[src/rtl/sincos_pkg.sv]
// ---------------------------------------------------------------------------
// sincos_pkg
// Shared definitions for the sincos arbiter slice:
//   - default angle/result widths and core latency
//   - tag_t   : {valid, id} travelling alongside an angle through the core
//   - grant_t : result of a round-robin search {found, idx}
//   - rr_next : first valid requester searching cyclically from last+1
// ---------------------------------------------------------------------------
package sincos_pkg;

   localparam int AW       = 10;  // angle width into the sincos core
   localparam int OW       = 5;   // sine/cosine result width
   localparam int LAT      = 4;   // default core latency in cycles
   localparam int MAX_NREQ = 8;   // largest supported requester count
   localparam int TAG_IDW  = 3;   // id width wide enough for MAX_NREQ

   typedef struct packed {
      logic               valid;
      logic [TAG_IDW-1:0] id;
   } tag_t;

   typedef struct packed {
      logic               found;
      logic [TAG_IDW-1:0] idx;
   } grant_t;

   // Requesters above nreq must be presented as zero in valid.
   // The search starts at last+1 and wraps modulo nreq.
   function automatic grant_t rr_next(input logic [MAX_NREQ-1:0] valid,
                                      input logic [TAG_IDW-1:0]  last,
                                      input int                  nreq);
      grant_t     g;
      logic [3:0] idx;
      g = '0;
      for (int k = 1; k <= MAX_NREQ; k++) begin
         idx = {1'b0, last} + 4'(k);
         if (idx >= 4'(nreq)) idx = idx - 4'(nreq);
         if ((k <= nreq) && !g.found && valid[idx[2:0]]) begin
            g.found = 1'b1;
            g.idx   = idx[2:0];
         end
      end
      return g;
   endfunction

endpackage

[src/rtl/sincos_tagpipe.sv]
// ---------------------------------------------------------------------------
// sincos_tagpipe
// Shift register of tags that runs in lock-step with the sincos core.
// Stage 0 lines up with the registered core angle, stage DEPTH-1 with the
// core's sine/cosine outputs.
// Ports:
//   clk_i   in   clock
//   rst_ni  in   asynchronous active-low clear of every stage
//   tag_i   in   tag entering stage 0
//   tag_o   out  tag held in the final stage
//   busy_o  out  OR of every stage's valid bit
// ---------------------------------------------------------------------------
module sincos_tagpipe
   import sincos_pkg::*;
#(
   parameter int DEPTH = LAT + 1
) (
   input  logic clk_i,
   input  logic rst_ni,
   input  tag_t tag_i,
   output tag_t tag_o,
   output logic busy_o
);

   tag_t stage_q [DEPTH];

   always_ff @(posedge clk_i or negedge rst_ni) begin
      if (!rst_ni) begin
         for (int i = 0; i < DEPTH; i++) stage_q[i] <= '0;
      end else begin
         stage_q[0] <= tag_i;
         for (int i = 1; i < DEPTH; i++) stage_q[i] <= stage_q[i-1];
      end
   end

   always_comb begin
      busy_o = 1'b0;
      for (int i = 0; i < DEPTH; i++) busy_o = busy_o | stage_q[i].valid;
   end

   assign tag_o = stage_q[DEPTH-1];

endmodule

[src/rtl/sincos_arb.sv]
// ---------------------------------------------------------------------------
// sincos_arb
// Round-robin arbiter sharing one pipelined sincos core between NREQ
// requesters, with a tag pipeline that returns each result labelled with
// the requester that issued it.
//
// Handshake: a requester presents req_valid[i] with its angle and may drop
// or change it at any time; the block raises at most one req_ready bit,
// combinationally, and a transfer happens on a clock edge where
// req_valid[i] & req_ready[i] are both high. Responses carry no ready:
// every rsp_valid pulse must be taken in the cycle it appears.
//
// Ports:
//   clk        in   rising-edge clock
//   areset     in   asynchronous active-low reset
//   req_valid  in   [NREQ]     per-requester valid
//   req_angle  in   [NREQ*AW]  angle of requester i at [i*AW +: AW]
//   req_ready  out  [NREQ]     one-hot grant
//   hold       in   blocks all grants while high
//   core_a     out  [AW]       registered angle to the core
//   core_s     in   [OW]       core sine, LAT cycles after core_a
//   core_c     in   [OW]       core cosine, LAT cycles after core_a
//   rsp_valid  out  registered response strobe
//   rsp_id     out  [IDW]      requester index of the response
//   rsp_s      out  [OW]       registered sine
//   rsp_c      out  [OW]       registered cosine
//   busy       out  any issue still in flight
// ---------------------------------------------------------------------------
module sincos_arb #(
   parameter  int NREQ = 4,
   parameter  int AW   = sincos_pkg::AW,
   parameter  int OW   = sincos_pkg::OW,
   parameter  int LAT  = sincos_pkg::LAT,
   localparam int IDW  = $clog2(NREQ)
) (
   input  logic               clk,
   input  logic               areset,
   input  logic [NREQ-1:0]    req_valid,
   input  logic [NREQ*AW-1:0] req_angle,
   output logic [NREQ-1:0]    req_ready,
   input  logic               hold,
   output logic [AW-1:0]      core_a,
   input  logic [OW-1:0]      core_s,
   input  logic [OW-1:0]      core_c,
   output logic               rsp_valid,
   output logic [IDW-1:0]     rsp_id,
   output logic [OW-1:0]      rsp_s,
   output logic [OW-1:0]      rsp_c,
   output logic               busy
);

   import sincos_pkg::*;

   logic [IDW-1:0]      last_q,      last_d;
   logic [AW-1:0]       core_a_q,    core_a_d;
   logic                rsp_valid_q, rsp_valid_d;
   logic [IDW-1:0]      rsp_id_q,    rsp_id_d;
   logic [OW-1:0]       rsp_s_q,     rsp_s_d;
   logic [OW-1:0]       rsp_c_q,     rsp_c_d;

   logic [MAX_NREQ-1:0] valid_ext;
   logic [TAG_IDW-1:0]  last_ext;
   grant_t              grant;
   logic [IDW-1:0]      gidx;
   logic                xfer;
   tag_t                tag_in;
   tag_t                tag_fin;

   // Arbitration and next-state logic.
   always_comb begin
      valid_ext                 = '0;
      valid_ext[NREQ-1:0]       = req_valid;
      last_ext                  = '0;
      last_ext[IDW-1:0]         = last_q;
      grant                     = rr_next(valid_ext, last_ext, NREQ);
      gidx                      = grant.idx[IDW-1:0];

      // Grants are suppressed while reset is held so that nothing upstream
      // sees a ready that the flops cannot honour.
      req_ready = '0;
      if (areset && !hold && grant.found) req_ready[gidx] = 1'b1;
      xfer = |(req_valid & req_ready);

      last_d   = last_q;
      core_a_d = core_a_q;
      tag_in   = '0;
      if (xfer) begin
         last_d       = gidx;
         core_a_d     = req_angle[gidx*AW +: AW];
         tag_in.valid = 1'b1;
         tag_in.id    = grant.idx;
      end

      rsp_valid_d = tag_fin.valid;
      rsp_id_d    = rsp_id_q;
      rsp_s_d     = rsp_s_q;
      rsp_c_d     = rsp_c_q;
      if (tag_fin.valid) begin
         rsp_id_d = tag_fin.id[IDW-1:0];
         rsp_s_d  = core_s;
         rsp_c_d  = core_c;
      end
   end

   always_ff @(posedge clk or negedge areset) begin
      if (!areset) begin
         last_q      <= IDW'(NREQ - 1);
         core_a_q    <= '0;
         rsp_valid_q <= 1'b0;
         rsp_id_q    <= '0;
         rsp_s_q     <= '0;
         rsp_c_q     <= '0;
      end else begin
         last_q      <= last_d;
         core_a_q    <= core_a_d;
         rsp_valid_q <= rsp_valid_d;
         rsp_id_q    <= rsp_id_d;
         rsp_s_q     <= rsp_s_d;
         rsp_c_q     <= rsp_c_d;
      end
   end

   // LAT+1 stages: stage 0 sits beside core_a, the last beside core_s/c.
   sincos_tagpipe #(
      .DEPTH (LAT + 1)
   ) u_tagpipe (
      .clk_i  (clk),
      .rst_ni (areset),
      .tag_i  (tag_in),
      .tag_o  (tag_fin),
      .busy_o (busy)
   );

   // Tag ids are sized for the largest arbiter; the spare high bits are
   // always zero here and are folded into an unused net.
   logic unused_tag_id;
   assign unused_tag_id = ^tag_fin.id;

   assign core_a    = core_a_q;
   assign rsp_valid = rsp_valid_q;
   assign rsp_id    = rsp_id_q;
   assign rsp_s     = rsp_s_q;
   assign rsp_c     = rsp_c_q;

endmodule

[config.mk]
export PLATFORM = sky130hd
export DESIGN_NAME = sincos_arb
export DESIGN_NICKNAME = d
export VERILOG_FILES = /design/src/rtl/sincos_pkg.sv /design/src/rtl/sincos_tagpipe.sv /design/src/rtl/sincos_arb.sv
export SDC_FILE = /design/constraint.sdc
export NUM_CORES = 1
export LEC_CHECK = 0
export CORE_UTILIZATION = 38
export DETAILED_ROUTE_END_ITERATION = 7
export GPL_ROUTABILITY_DRIVEN = 0
export GPL_TIMING_DRIVEN = 0
export PLACE_DENSITY_LB_ADDON = 0.12
export RECOVER_POWER = 25
export REMOVE_ABC_BUFFERS = 1
export SETUP_SLACK_MARGIN = 0.5
export SYNTH_ARGS = -nofsm -noshare
export SYNTH_HDL_FRONTEND = slang
export SYNTH_SLANG_ARGS = --single-unit
[constraint.sdc]
create_clock -name clk -period 3 [get_ports clk]
set_clock_uncertainty 0.15 [all_clocks]
set_input_delay 0.6 -clock clk [delete_from_list [all_inputs] [get_ports clk]]
set_output_delay 0.6 -clock clk [all_outputs]
set_load 0.02 [all_outputs]
==> summary.md <==
| Metric | Value |
|---|---|
| Finish-stage setup viols | 4 |
| Cells after Synth | approximately 160 |
| First-pass GRT wire length | 8197 um |
| Via density | approximately 5 |
| Startpoint Class | register |
| Status | finished with violations |
| Htree depth | 2 |
| Seq/Total Area, Yosys | 50.44% |
| Final core utilization | 66.72% |
| DRC Markers | 0 |
| Crit-path max FO | 6 |
| CTS max path bufs | 2 |
| Max VDD drop | between 0.6 and 0.7 mV |
| Pwr/cell area | 1015 mW/mm^2 |
| Worst-path clk slew | 0.08 ns |
| Setup ws final | -0.2179 ns |
| Final wirelength | 5033 um |
| Clk Latency, worst-skew pair | 0.29 ns |
| Vias in the first global route | ~1700 |
| Failing checks | max-capacitance violations, max-slew violations, negative setup slack |
| Least-Margin Pin Slew | 1.908 ns |
| Diode count | 0 |
| Share of layout cells above drive strength 1 | just over 30% |
| Chip Height | 74.36 um |
| Worst hold path type | reg -> reg |
| Total track usage | 20.02% |
| # rows | 25 |
| Worst EP arrival | 2.47 ns |
| Power share of the clock group | 13.4% |
| CTS tree | yes |
| Sink Count | 40 |
| Area Overhead vs Synth | 63.65% |
| Core area | 0.004880 sq mm |
| Max_cap viols | 1 |
| Hold WS | just over 0.2 ns |
| Minimum clock period | 3.218 ns |
| Total die area | 0.005529 sq mm |
| Worst Setup Path Type | reg -> out |
| Placed cell areas | 0.002883 sq mm |
| Most common cell after layout, fill and taps aside | clkdlybuf4s50_1 |
| Ys flop type | dfrtp_1 |
| Initial DRC Count | 74 |
| Synthesized flop and latch total | 40 |
| Post-synth EDFFs | 0 |
| TritonCTS Buffers | 5 |
| Int Power | 2.024 mW |
| Root Driver | clkbuf_8 |
| Max-slew headroom at the worst pin | -27.23% |
| Sequential share of power | 25.3% |
| Initial Utilization | 40.77% |
| Worst Setup End Kind | output pin |
| DR WL/cell | about 15 um |
| NetSw | 1.280 mW |
| Post-synth ARST share | between 90% and 100% |
| Static Leak | between 1 and 1.5 nW |
| RR Startpoint | last_q[0] |
| Mapped cell area | 0.001989 sq mm |
| Design area | roughly 0.0033 sq mm |
| Data required, critical path | 2.25 ns |
| Fin crit share | 107.3% |
| Final hold violation count | 0 |
| RSZ-0062 raised after global routing | true |
| Most frequent cells in the layout | clkdlybuf4s50_1 (75), dfrtp_1 (37), mux2i_1 (26) |
| Final antenna-violating net count | 0 |
| Port Buf Inserts | 84 |
| DP HPWL | 3286 um |
| Pins Over Slew Limit | 38 |
| Fill cells | 380 |
| FMAX | between 300 and 400 MHz |
| Combinational Power Share | 61.3% |
| Initial antenna violation count | 0 |
| Die width | 74.36 um |
| Overflow after GRT | 0 |
| Vias | 1669 |
| Largest net degree at the start of global routing | 38 |
| Synthesis Warnings | 0 |
| Sw Share | between 30% and 40% |
| Num ports | 85 |
| Syn Area/Cell | 12.75 sq um |
| Final-stage net count | approximately 320 |
| Critical path startpoint | last_q[0] |
| Hold path start | u_tagpipe.stage_q[17] |
| Yosys cell types | 33 |
| First-pass DRT Iterations | 4 |
logic make-up after synthesis:
group | share of synthesized area, %
DFF | 50.44
and+or+nand+nor | 7.989
muxes | 22.08
AOI/OAI and AO/OA | 14.34
buffers and inverters | 4.528
adders and majority gates | 0.6288
sequential cells by signal, summed over array words and instances (netlist names):
name,cells
core_a,10
rsp_valid,1
last_q,2
u_tagpipe.tag_o,3
rsp_id,2
u_tagpipe.stage_q,12
rsp_s,5
rsp_c,5
worst max-delay path: stages (launching register included):
cell	delay, ns
dfstp_2	0.55
inv_2	0.08
ha_4	0.31
mux4_2	0.37
o21a_1	0.14
o22a_1	0.15
o22a_2	0.27
nor2b_1	0.13
buf_4	0.15
cell type report:
| class | instances | area [sq um] | share of cell area, % |
|---|---|---|---|
| clock buffers | 5 | 68.82 | 2.114 |
| inverters | 6 | 22.52 | 0.6918 |
| repair buffers | 102 | 1008 | 30.98 |
| multi-input cells | 103 | 1020 | 31.32 |
| clock inverters | 3 | 47.55 | 1.460 |
| well taps | 67 | 83.83 | 2.575 |
| flip-flops and latches | 40 | 1005 | 30.86 |
metal layers:
metal	up-vias	track usage, %	share of wire (%)	routed length (um)
li1	778	-	-	-
met3	6	6.233	7.2	361
met1	808	23.42	41	2072
met2	77	34.75	51	2542
met4	0	7.128	1.1	55
met5	-	0	0	0
worst paths after layout:
path,endpoint,slack (ns),depth (start not counted)
max in group asynchronous,u_tagpipe.tag_o[3],0.58,2
min in group asynchronous,rsp_s[0],0.62,2
hold reg to reg,u_tagpipe.stage_q[13],0.20,0
setup / recovery,req_ready[1],-0.22,8
hold / removal,u_tagpipe.stage_q[13],0.20,0
setup reg to reg,core_a[6],0.29,9
power groups by stage:
stage	registers, mW	logic, mW	clock network [mW]
2_1_floorplan	0.978	0.877	0
3_3_place_gp	0.847	1.49	0
3_5_place_dp	0.862	1.55	0
4_1_cts	0.834	1.98	0.456
5_1_grt	0.856	2.16	0.487
6_report	0.835	2.03	0.444
Yosys cell counts, drive strengths merged, types with 2 or more instances:
library cell	n	area share [%]
dfrtp	38	48
mux2i	27	14
mux2	13	7.4
nand2	11	2.1
o221ai	10	7.5
buf	7	3.0
nor2	7	1.3
inv	6	1.1
a21oi	4	1.0
nor2b	3	0.94
o21ai	3	0.75
o22a	3	1.3
and2	2	0.63
clkbuf	2	0.38
dfstp	2	2.6
nor3	2	0.50
o211ai	2	0.75
or2	2	0.63
metrics by stage:
step | TNS [ns] | cells | power, mW | worst slack (ns)
floorplan | -12.92 | 147 | 1.855 | -1.363
global placement | -26.22 | 298 | 2.332 | -2.299
detailed placement | -14.05 | 300 | 2.415 | -1.235
CTS | -0.7061 | 326 | 3.271 | -0.1825
global route | -1.181 | 326 | 3.501 | -0.3077
finish | -0.8352 | 326 | 3.304 | -0.2179
what timing repair did:
item | in CTS | in global routing
endpoints found under the setup margin | 19 | 17
hold endpoints to repair | 3 | 0
pin swaps | 8 | 1
resized for setup | 61 | 5
setup buffers | 15 | 0
hold buffers | 1 | 0
cloned | 2 | 0
Power figures use the tool's default switching activity.
